<file path="config.mk">
export PLATFORM = sky130hd
export DESIGN_NAME = fetch_unit
export DESIGN_NICKNAME = d
export VERILOG_FILES = /design/src/rtl/fetch_unit_pkg.sv /design/src/rtl/fetch_skid_buf.sv /design/src/rtl/fetch_unit.sv
export SDC_FILE = /design/constraint.sdc
export NUM_CORES = 1
export LEC_CHECK = 0
export BUFFER_PORTS_ARGS = -buffer_cell sky130_fd_sc_hd__buf_2
export CAP_MARGIN = 10
export CORE_UTILIZATION = 61
export CTS_CLUSTER_SIZE = 30
export DETAILED_ROUTE_END_ITERATION = 7
export GPL_TIMING_DRIVEN = 0
export PLACE_DENSITY = 0.95
export SYNTH_ARGS = -nofsm -noshare
export SYNTH_HDL_FRONTEND = slang
export SYNTH_HIERARCHICAL = 1
export SYNTH_SLANG_ARGS = --single-unit
</file>
<file path="constraint.sdc">
create_clock -name clk -period 7.01 [get_ports clk]
set_input_delay 0.3505 -clock clk [delete_from_list [all_inputs] [get_ports clk]]
set_output_delay 0.3505 -clock clk [all_outputs]
set_load 0.05 [all_outputs]
</file>
<file path="src/rtl/fetch_unit_pkg.sv">
// Shared types and constants for the instruction-fetch stage: the entry handed
// to decode, the fetch FSM state encoding and the reset PC.
package fetch_unit_pkg;

    typedef logic [63:0] u64;
    typedef logic [31:0] u32;

    typedef struct packed {
        u64   pc;
        u32   instr;
        logic exc;
    } fetch_entry_t;

    localparam u32 NOP_INSTR        = 32'h0000_0013;
    localparam u64 PC_RESET_DEFAULT = 64'h0000_0000_8000_0000;

    typedef enum logic [1:0] {
        IDLE,
        REQ,
        WAIT,
        DROP
    } fetch_state_t;

    // Sequential fetch address; wraps modulo 2^64 with no exception.
    function automatic u64 pc_next(input u64 pc);
        return pc + 64'd4;
    endfunction

    function automatic logic pc_aligned(input u64 pc);
        return pc[1:0] == 2'b00;
    endfunction

endpackage

</file>
<file path="src/rtl/fetch_skid_buf.sv">
// Small FIFO of fetched entries sitting between the fetch FSM and decode.
// The head is presented straight from the storage registers.
module fetch_skid_buf
    import fetch_unit_pkg::*;
#(
    parameter int DEPTH = 2
) (
    input  logic         clk,
    input  logic         rst_n,
    input  logic         flush,
    input  logic         enq,
    input  fetch_entry_t enq_entry,
    input  logic         deq,
    output logic         head_valid,
    output fetch_entry_t head_entry,
    output logic [1:0]   count
);

    localparam int PTR_W = (DEPTH > 1) ? $clog2(DEPTH) : 1;

    fetch_entry_t     mem_q [DEPTH];
    fetch_entry_t     mem_d [DEPTH];
    logic [PTR_W-1:0] wr_ptr_q, wr_ptr_d;
    logic [PTR_W-1:0] rd_ptr_q, rd_ptr_d;
    logic [1:0]       count_q, count_d;
    logic             do_enq, do_deq;

    function automatic logic [PTR_W-1:0] ptr_inc(input logic [PTR_W-1:0] p);
        return (p == PTR_W'(DEPTH - 1)) ? '0 : p + PTR_W'(1);
    endfunction

    always_comb begin
        mem_d    = mem_q;
        wr_ptr_d = wr_ptr_q;
        rd_ptr_d = rd_ptr_q;
        count_d  = count_q;
        // A flush in the same cycle wins over both enqueue and dequeue.
        do_enq   = enq && !flush;
        do_deq   = deq && (count_q != 2'd0) && !flush;

        if (flush) begin
            wr_ptr_d = '0;
            rd_ptr_d = '0;
            count_d  = 2'd0;
        end else begin
            if (do_enq) begin
                mem_d[wr_ptr_q] = enq_entry;
                wr_ptr_d        = ptr_inc(wr_ptr_q);
            end
            if (do_deq) begin
                rd_ptr_d = ptr_inc(rd_ptr_q);
            end
            case ({do_enq, do_deq})
                2'b10:   count_d = count_q + 2'd1;
                2'b01:   count_d = count_q - 2'd1;
                default: count_d = count_q;
            endcase
        end
    end

    always_ff @(posedge clk or negedge rst_n) begin
        if (!rst_n) begin
            for (int i = 0; i < DEPTH; i++) begin
                mem_q[i] <= '0;
            end
            wr_ptr_q <= '0;
            rd_ptr_q <= '0;
            count_q  <= 2'd0;
        end else begin
            mem_q    <= mem_d;
            wr_ptr_q <= wr_ptr_d;
            rd_ptr_q <= rd_ptr_d;
            count_q  <= count_d;
        end
    end

    assign head_valid = (count_q != 2'd0);
    assign head_entry = mem_q[rd_ptr_q];
    assign count      = count_q;

    // Issue gating upstream must never let an entry arrive with no room for it.
    a_no_overflow: assert property (@(posedge clk) disable iff (!rst_n)
        !(enq && !flush && (count_q == 2'(DEPTH)) && !(deq && head_valid)));

endmodule

</file>
<file path="src/rtl/fetch_unit.sv">
// Instruction-fetch stage: sequential PC generation, one-outstanding instruction
// bus requests, redirect handling with stale-response discard, skid queue to decode.
module fetch_unit
    import fetch_unit_pkg::*;
#(
    parameter logic [63:0] PC_RESET  = PC_RESET_DEFAULT,
    parameter int          BUF_DEPTH = 2
) (
    input  logic        clk,
    input  logic        reset,
    output logic        ibus_valid,
    output logic [63:0] ibus_addr,
    input  logic        ibus_addr_ok,
    input  logic        ibus_data_ok,
    input  logic [31:0] ibus_data,
    input  logic        redirect_valid,
    input  logic [63:0] redirect_pc,
    output logic        dec_valid,
    input  logic        dec_ready,
    output logic [63:0] dec_pc,
    output logic [31:0] dec_instr,
    output logic        dec_exc
);

    fetch_state_t state_q, state_d;
    logic [63:0]  pc_q, pc_d;
    logic [63:0]  addr_q, addr_d;
    logic         stale_q, stale_d;
    logic         halt_q, halt_d;

    logic         enq;
    fetch_entry_t enq_entry;
    fetch_entry_t head_entry;
    logic         head_valid;
    logic [1:0]   buf_count;
    logic         in_flight;
    logic [2:0]   occupancy;
    logic         has_space;

    // A live (non-stale) request will consume a queue slot when it returns.
    assign in_flight = ((state_q == REQ) || (state_q == WAIT)) && !stale_q;
    assign occupancy = {1'b0, buf_count} + {2'b00, in_flight};
    assign has_space = occupancy < 3'(BUF_DEPTH);

    always_comb begin
        state_d   = state_q;
        pc_d      = pc_q;
        addr_d    = addr_q;
        stale_d   = stale_q;
        halt_d    = halt_q;
        enq       = 1'b0;
        enq_entry = '{pc: pc_q, instr: ibus_data, exc: 1'b0};

        if (redirect_valid) begin
            pc_d   = redirect_pc;
            halt_d = 1'b0;
        end

        unique case (state_q)
            IDLE: begin
                if (!redirect_valid && !halt_q && has_space) begin
                    if (!pc_aligned(pc_q)) begin
                        // Misaligned target: hand decode a faulting NOP and park.
                        enq       = 1'b1;
                        enq_entry = '{pc: pc_q, instr: NOP_INSTR, exc: 1'b1};
                        halt_d    = 1'b1;
                    end else begin
                        state_d = REQ;
                        addr_d  = pc_q;
                    end
                end
            end
            REQ: begin
                if (ibus_addr_ok) begin
                    stale_d = 1'b0;
                    if (ibus_data_ok) begin
                        state_d = IDLE;
                        if (!redirect_valid && !stale_q) begin
                            enq  = 1'b1;
                            pc_d = pc_next(pc_q);
                        end
                    end else begin
                        state_d = (redirect_valid || stale_q) ? DROP : WAIT;
                    end
                end else if (redirect_valid) begin
                    // Address must stay put until accepted; the reply gets dropped later.
                    stale_d = 1'b1;
                end
            end
            WAIT: begin
                if (ibus_data_ok) begin
                    state_d = IDLE;
                    if (!redirect_valid) begin
                        enq  = 1'b1;
                        pc_d = pc_next(pc_q);
                    end
                end else if (redirect_valid) begin
                    state_d = DROP;
                end
            end
            DROP: begin
                if (ibus_data_ok) begin
                    state_d = IDLE;
                end
            end
            default: state_d = IDLE;
        endcase
    end

    always_ff @(posedge clk or negedge reset) begin
        if (!reset) begin
            state_q <= IDLE;
            pc_q    <= PC_RESET;
            addr_q  <= '0;
            stale_q <= 1'b0;
            halt_q  <= 1'b0;
        end else begin
            state_q <= state_d;
            pc_q    <= pc_d;
            addr_q  <= addr_d;
            stale_q <= stale_d;
            halt_q  <= halt_d;
        end
    end

    fetch_skid_buf #(
        .DEPTH (BUF_DEPTH)
    ) u_skid (
        .clk        (clk),
        .rst_n      (reset),
        .flush      (redirect_valid),
        .enq        (enq),
        .enq_entry  (enq_entry),
        .deq        (dec_ready),
        .head_valid (head_valid),
        .head_entry (head_entry),
        .count      (buf_count)
    );

    assign ibus_valid = (state_q == REQ);
    assign ibus_addr  = addr_q;
    assign dec_valid  = head_valid;
    assign dec_pc     = head_entry.pc;
    assign dec_instr  = head_entry.instr;
    assign dec_exc    = head_entry.exc;

    a_addr_aligned: assert property (@(posedge clk) disable iff (!reset)
        ibus_valid |-> (ibus_addr[1:0] == 2'b00));

    a_addr_held: assert property (@(posedge clk) disable iff (!reset)
        (ibus_valid && !ibus_addr_ok) |=> (ibus_valid && $stable(ibus_addr)));

endmodule

</file>
==> out/results.ini, run 1 <==
[drt]
num_vias = 13100
first_pass_iters = 8
ant_nets = 0
viasPerCell = 6.62
wl_mm = 52.7
drc = 0
wl_per_cell_um = 26.6
drt_iter0_markers = 1582

[clock_tree]
clk_pin_slew_ns = 0.07
clock-sinks = 330
cts_tree = built
cts_resized = 0
cts.htree.levels = 2
clockBufferDepth = 3
clockRootBuffer = clkbuf_16
insertion_delay_ns = 0.52
numCtsBuffers = 35

[synthesis]
ys_seq_area_frac = 0.518
postSynthAreaPerCell_um2 = 12.0
ys_async_sr_fraction = 1.00
synthCells = 1331
ys_ff_latch = 330
syn-num-nets = 1439
yosys_warnings = 6
ys_types = 68
ys.flop_type = dfrtp_1
synth_edf_count = 0
syn-cell-area_um2 = 15900

[worst_hold_path]
min_path_type = in -> reg
hold_depth = 3
hp-start = redirect_pc[11]
min_to = pc_q[11]

[layout]
design_area_um2 = 18900
nets = 1742
seqCellArea_um2 = 8260
drive_gt1_frac = 0.427
area_growth_pct = 18.3
multi_input_area_um2 = 7270
fillers = 1663
antenna_cells = 0

[place]
port_buffers = 263
gp_congestion = 1.03
dp_hpwl_mm = 37.5
placed_area_um2 = 17700

[worst_setup_path]
r2r-start = state_q[0]
critPathMaxFanout = 10
worstSetupEndpointType = flip-flop
startpoint_type = flip-flop
required_ns = 7.40
rr_worst_depth = 14
ff2ff_setup_slack_ns = 2.72
arrival_ns = 4.68
r2r-end = u_skid/mem_q[127]
crit_type = reg -> reg

[power_and_ir_drop]
power_switching_mw = 4.63
power.internal_mw = 5.21
swShare = 0.471
clkPwrFrac = 0.185
seqPwrFrac = 0.349
power_leakage_nw = 8.82
p_comb_frac = 0.466
ir_drop_mv = 0.413
powerDensity_nw_per_um2 = 522

[sta]
fin_crit_sh = 0.612
timing.setup.tns_ns = 0
max-slew-margin-rel = 0.194
tightest_slew_ns = 1.20
maxSlewViolCount = 0
fin_crit_ns = 4.29
finalSetupViolations = 0
clock_skew_ns = 0.0188
rsz0062_at_grt = false
hold_viol_final = 0
max_freq_ghz = 0.233

[die]
rows = 58
core-area_um2 = 25400
ios = 265
die_w_um = 164
die_area_um2 = 26800
die_h_um = 164
start_util = 0.628

[global_routing]
grt-ovfl-total = 0
antenna_found_initial = 1
grt_start_max_net_pins = 127
grt_usage = 0.397
grt_pass1_wl_mm = 79.0
grt_pass1_vias = 13500

[run_status]
outcome = finished, final reports clean

[flow_run]
max-cap-violations = 0

==> metrics by stage <==
step	hold slack [ns]	setup slack [ns]	utilization	total power, mW	cells
after global placement	0.463	-0.351	0.696	7.71	1924
after CTS	0.0637	2.81	0.743	9.77	1984
after global routing	0.0773	2.60	0.743	10.2	1984
after detailed placement	0.423	2.79	0.698	7.91	1926
after floorplan	0.0549	3.94	-	6.55	1331
final	0.0769	2.72	0.743	9.84	1984
==> cells in the final DEF (no fill, tap or decap), types with 7 or more instances in the layout <==
cell / netlist / final
a211oi_1: 12 / 12
clkbuf_1: 42 / 45
buf_2: 21 / 283
clkbuf_8: 0 / 9
nor4_1: 18 / 18
o21ai_0: 56 / 56
o22ai_1: 14 / 14
and4_1: 7 / 7
a21oi_1: 24 / 24
mux2i_1: 14 / 14
and2_1: 36 / 36
mux2_2: 346 / 346
dfrtp_1: 329 / 329
nand2_1: 75 / 75
a22oi_1: 12 / 12
a221o_1: 7 / 7
nand2b_1: 7 / 7
nor2_1: 59 / 59
clkbuf_16: 0 / 37
and3_1: 13 / 13
nand3_1: 39 / 39
nand4_1: 26 / 26
nor2b_1: 10 / 10
inv_1: 12 / 12
nor3_1: 39 / 39
==> logic make-up after synthesis <==
kind of cell	after synthesis	synth area share
AO/OA/AOI/OAI	175	0.0721
buffers and inverters	89	0.0254
flip-flops	330	0.518
adder cells (fa/ha/maj)	6	0.00471
multiplexers	362	0.255
AND/OR/NAND/NOR	360	0.120
XOR/XNOR	9	0.00495
==> per-layer routing <==
metal	part of all wire	global-route usage
met3	0.088	0.0795
met1	0.39	0.504
met2	0.47	0.643
met4	0.057	0.210
met5	0.00015	0
==> flip-flops by register name, summed over array words and instances (netlist names) <==
register,count
state_q,2
u_skid/count,2
u_skid/mem_q,194
halt_q,1
ibus_addr,64
u_skid/wr_ptr_q,1
u_skid/rd_ptr_q,1
pc_q,64
stale_q,1
==> cells in the mapped netlist, types with 5 or more instances <==
cell type | instances | area (um^2)
mux2_2 | 346 | 3900
dfrtp_1 | 329 | 8230
nand2_1 | 75 | 282
nor2_1 | 59 | 221
o21ai_0 | 56 | 280
clkbuf_1 | 42 | 158
nand3_1 | 39 | 195
nor3_1 | 39 | 195
and2_1 | 36 | 225
nand4_1 | 26 | 163
a21oi_1 | 24 | 120
buf_2 | 21 | 105
nor4_1 | 18 | 113
mux2i_1 | 14 | 140
o22ai_1 | 14 | 87.6
and3_1 | 13 | 81.3
a211oi_1 | 12 | 90.1
a22oi_1 | 12 | 90.1
inv_1 | 12 | 45.0
nor2b_1 | 10 | 62.6
a221o_1 | 7 | 70.1
and4_1 | 7 | 61.3
nand2b_1 | 7 | 43.8
buf_4 | 6 | 45.0
ha_1 | 6 | 75.1
nor3b_1 | 6 | 45.0
o311ai_0 | 6 | 52.6
o211ai_1 | 5 | 37.5
xor2_1 | 5 | 43.8
==> layout make-up <==
cell class	instances	area share
Tap cell	330	0.0219
Clock inverter	8	0.00305
Buffer	76	0.0189
Inverter	13	0.00259
Clock buffer	49	0.0563
Sequential cell	330	0.438
Timing Repair Buffer	266	0.0738
Multi-Input combinational cell	912	0.386
==> power groups by stage <==
stage	Clock, mW	Sequential [mW]	Combinational (mW)
6_report	1.82	3.44	4.58
5_1_grt	1.91	3.51	4.78
4_1_cts	1.83	3.40	4.53
3_5_place_dp	0	3.42	4.49
3_3_place_gp	0	3.33	4.38
2_1_floorplan	0	3.74	2.82
==> critical path, stage by stage, from the launching register on <==
cell      delay (ns)
dfrtp_1         0.41
inv_1           0.10
ha_1            0.30
clkbuf_1        0.18
and3b_1         0.22
nor4_1          0.35
nand3b_1        0.37
inv_1           0.23
a31oi_1         0.06
nor2_1          0.13
buf_4           0.16
nor3b_2         0.70
buf_4           0.37
buf_6           0.20
mux2_2          0.37
==> worst max path at each step <==
| stage | startpoint | endpoint |
|---|---|---|
| after CTS | state_q[0] | u_skid/mem_q[135] |
| after floorplan | state_q[0] | u_skid/mem_q[118] |
| after global placement | reset | ibus_addr[12] |
| final | state_q[0] | u_skid/mem_q[127] |
| after detailed placement | redirect_valid | u_skid/mem_q[130] |
| after global routing | state_q[0] | u_skid/mem_q[127] |
==> repair_timing <==
item,in CTS,in global routing
hold buffers,1,0
buffers inserted,0,0
endpoints found under the setup margin,0,0
endpoints found under the hold margin,92,0
(Power assumes the default switching activity.)
==> run 2, diff against run 1 <==
CORE_UTILIZATION = 51   (was 61)
PLACE_DENSITY = 0.87   (was 0.95)
clock period = 3.9 ns   (was 7.01 ns; I/O delays follow)
==> out/results.ini, run 2 (same netlist as run 1, synthesis figures left out) <==
[layout]
mostFrequentLayoutCells = mux2_2 (346), dfrtp_1 (329), buf_2 (283)  ; unchanged
design_area_um2 = 19400  ; was 18900 um^2
largest_reg_flops = 194  ; unchanged
largest_register = u_skid/mem_q  ; unchanged
fillers = 2324  ; was 1663
antenna_cells = 0  ; unchanged
final_common_cell = mux2_2  ; unchanged
multi_input_area_um2 = 7290  ; was 7270 um^2
seqCellArea_um2 = 8260  ; unchanged
drive_gt1_frac = 0.417  ; was 0.427
area_growth_pct = 22.0  ; was 18.3%
instances_no_fill = 2099  ; was 1984
nets = 1786  ; was 1742

[worst_setup_path]
crit_start = pc_q[31]  ; was state_q[0]
ff2ff_setup_slack_ns = 0.17  ; was 2.72 ns
required_ns = 4.33  ; was 7.40 ns
critPathMaxStageDelay_ns = 1.12  ; was 0.70 ns
arrival_ns = 4.16  ; was 4.68 ns
rr_worst_depth = 6  ; was 14
crit_top_cell = nand4_1
cp_cell_sequence = clkbuf_1, nand4_1, nor4_1, nand4_1, o311a_1, nor3_1  ; was inv_1, ha_1, clkbuf_1, and3b_1, nor4_1, nand3b_1, inv_1, a31oi_1, nor2_1, buf_4, nor3b_2, buf_4, buf_6, mux2_2
crit_type = reg -> reg  ; unchanged
critPathMaxFanout = 8  ; was 10
worstSetupEndpointType = flip-flop  ; unchanged
startpoint_type = flip-flop  ; unchanged
slowest_stage = nor4_1  ; was nor3b_2
r2r-end = pc_q[60]  ; was u_skid/mem_q[127]
r2r-start = pc_q[31]  ; was state_q[0]

[place]
dp_hpwl_mm = 36.9  ; was 37.5 mm
placed_area_um2 = 17800  ; was 17700 um^2
dp_cells = 1992  ; was 1926
gp_congestion = 1.01  ; was 1.03
port_buffers = 263  ; unchanged

[global_routing]
grt_start_max_net_pins = 130  ; was 127
grt_pass1_vias = 13200  ; was 13500
use_met3 = 0.0676  ; was 0.0795
grtUsageMet1 = 0.421  ; was 0.504
antenna_found_initial = 0  ; was 1
grt-ovfl-total = 0  ; unchanged
top_usage_layer = met2  ; unchanged
grt_use_met2 = 0.519  ; was 0.643
grt_pass1_wl_mm = 77.7  ; was 79.0 mm
grt_usage = 0.326  ; was 0.397

[sta]
rsz0062_at_grt = false  ; unchanged
maxSlewViolCount = 0  ; unchanged
finalSetupViolations = 0  ; unchanged
max-slew-margin-rel = 0.179  ; was 0.194
fin_crit_ns = 3.73  ; was 4.29 ns
fin_crit_sh = 0.956  ; was 0.612
timing.setup.tns_ns = 0  ; unchanged
clock_skew_ns = 0.0282  ; was 0.0188 ns
max_freq_ghz = 0.268  ; was 0.233 GHz
tightest_slew_ns = 1.22  ; was 1.20 ns
hold_viol_final = 0  ; unchanged

[worst_hold_path]
hold_depth = 3  ; unchanged
hp-start = redirect_pc[20]  ; was redirect_pc[11]
min_path_type = in -> reg  ; unchanged
min_to = pc_q[20]  ; was pc_q[11]

[power_and_ir_drop]
ir_drop_mv = 0.631  ; was 0.413 mV
power_leakage_nw = 9.04  ; was 8.82 nW
powerDensity_nw_per_um2 = 913  ; was 522 nW/um^2

[drt]
num_vias = 13000  ; was 13100
wl_mm = 52.1  ; was 52.7 mm
drt_iter0_markers = 1147  ; was 1582
first_pass_iters = 7  ; was 8
drc = 0  ; unchanged
viasPerCell = 6.17  ; was 6.62
ant_nets = 0  ; unchanged
wl_per_cell_um = 24.8  ; was 26.6 um

[clock_tree]
cts_tree = built  ; unchanged
clockRootBuffer = clkbuf_16  ; unchanged
clockBufferDepth = 3  ; unchanged
cts.htree.levels = 2  ; unchanged
clk_pin_slew_ns = 0.06  ; was 0.07 ns
insertion_delay_ns = 0.54  ; was 0.52 ns
clock-sinks = 330  ; unchanged
numCtsBuffers = 36  ; was 35

[flow_run]
max-cap-violations = 0  ; unchanged

[die]
die_h_um = 179  ; was 164 um
core-area_um2 = 30700  ; was 25400 um^2
start_util = 0.520  ; was 0.628
die_w_um = 179  ; was 164 um
die_area_um2 = 32000  ; was 26800 um^2
rows = 64  ; was 58
ios = 265  ; unchanged

[run_status]
outcome = finished, final reports clean  ; unchanged

## run 2: cell types whose count changed in the layout (fill, tap and decap cells not counted), sizes merged
cell / change
dlygate4sd3: +42
clkinv: +4
bufinv: +2
clkbuf: +2
buf: +1
clkinvlp: -1
inv: -1
## run 2: layer usage
layer / wire (um) / vias up
li1: - / 5605
met1: 21000 / 6443
met2: 23800 / 710
met3: 4450 / 195
met4: 2730 / 2
met5: 81 / -
## run 2: cell type report
cell class                 instances  share of cell area
clock buffer                      51              0.0540
buffer                            76              0.0183
sequential                       330               0.425
tap                              396              0.0255
inverter                          13             0.00251
multi-input combinational        912               0.375
timing repair buffer             309              0.0936
clock inverter                    12             0.00663
## run 2: repair_timing
action	CTS	global route
hold buffers	43	0
resized for setup	1	1
hold endpoints to repair	133	0
setup buffers	1	0
endpoints found under the setup margin	97	30
pin swaps	1	0
## run 2: worst max-delay path by stage
| stage | to | slack (ns) |
|---|---|---|
| 4_1_cts | u_skid/mem_q[134] | 0.16 |
| 5_1_grt | u_skid/mem_q[135] | 0.04 |
| 6_report | pc_q[60] | 0.17 |
| 2_1_floorplan | u_skid/mem_q[118] | 0.83 |
| 3_5_place_dp | u_skid/mem_q[134] | -0.26 |
| 3_3_place_gp | u_skid/mem_q[102] | -3.40 |
## run 2: power breakdown
| group | switching, mW | internal (mW) |
|---|---|---|
| sequential | 1.30 | 4.84 |
| combinational | 5.55 | 2.66 |
| clock | 1.40 | 2.01 |
| total | 8.25 | 9.51 |
## run 2: critical path, delay by kind of cell, from the launching register on
family | cells | cell delay (ns)
AO/OA/AOI/OAI | 1 | 0.40
flip-flops | 1 | 0.54
AND/OR/NAND/NOR | 4 | 2.24
buffers and inverters | 1 | 0.46
## run 2: per-stage QoR
step	utilization	hold slack, ns	setup WS (ns)	power [mW]
finish	0.634	0.0149	0.172	17.8
CTS	0.634	0.00708	0.158	17.6
global route	0.634	0.0205	0.0352	18.5
floorplan	-	-0.101	0.834	11.8
detailed placement	0.581	0.266	-0.262	14.2
global placement	0.579	0.423	-3.40	13.9
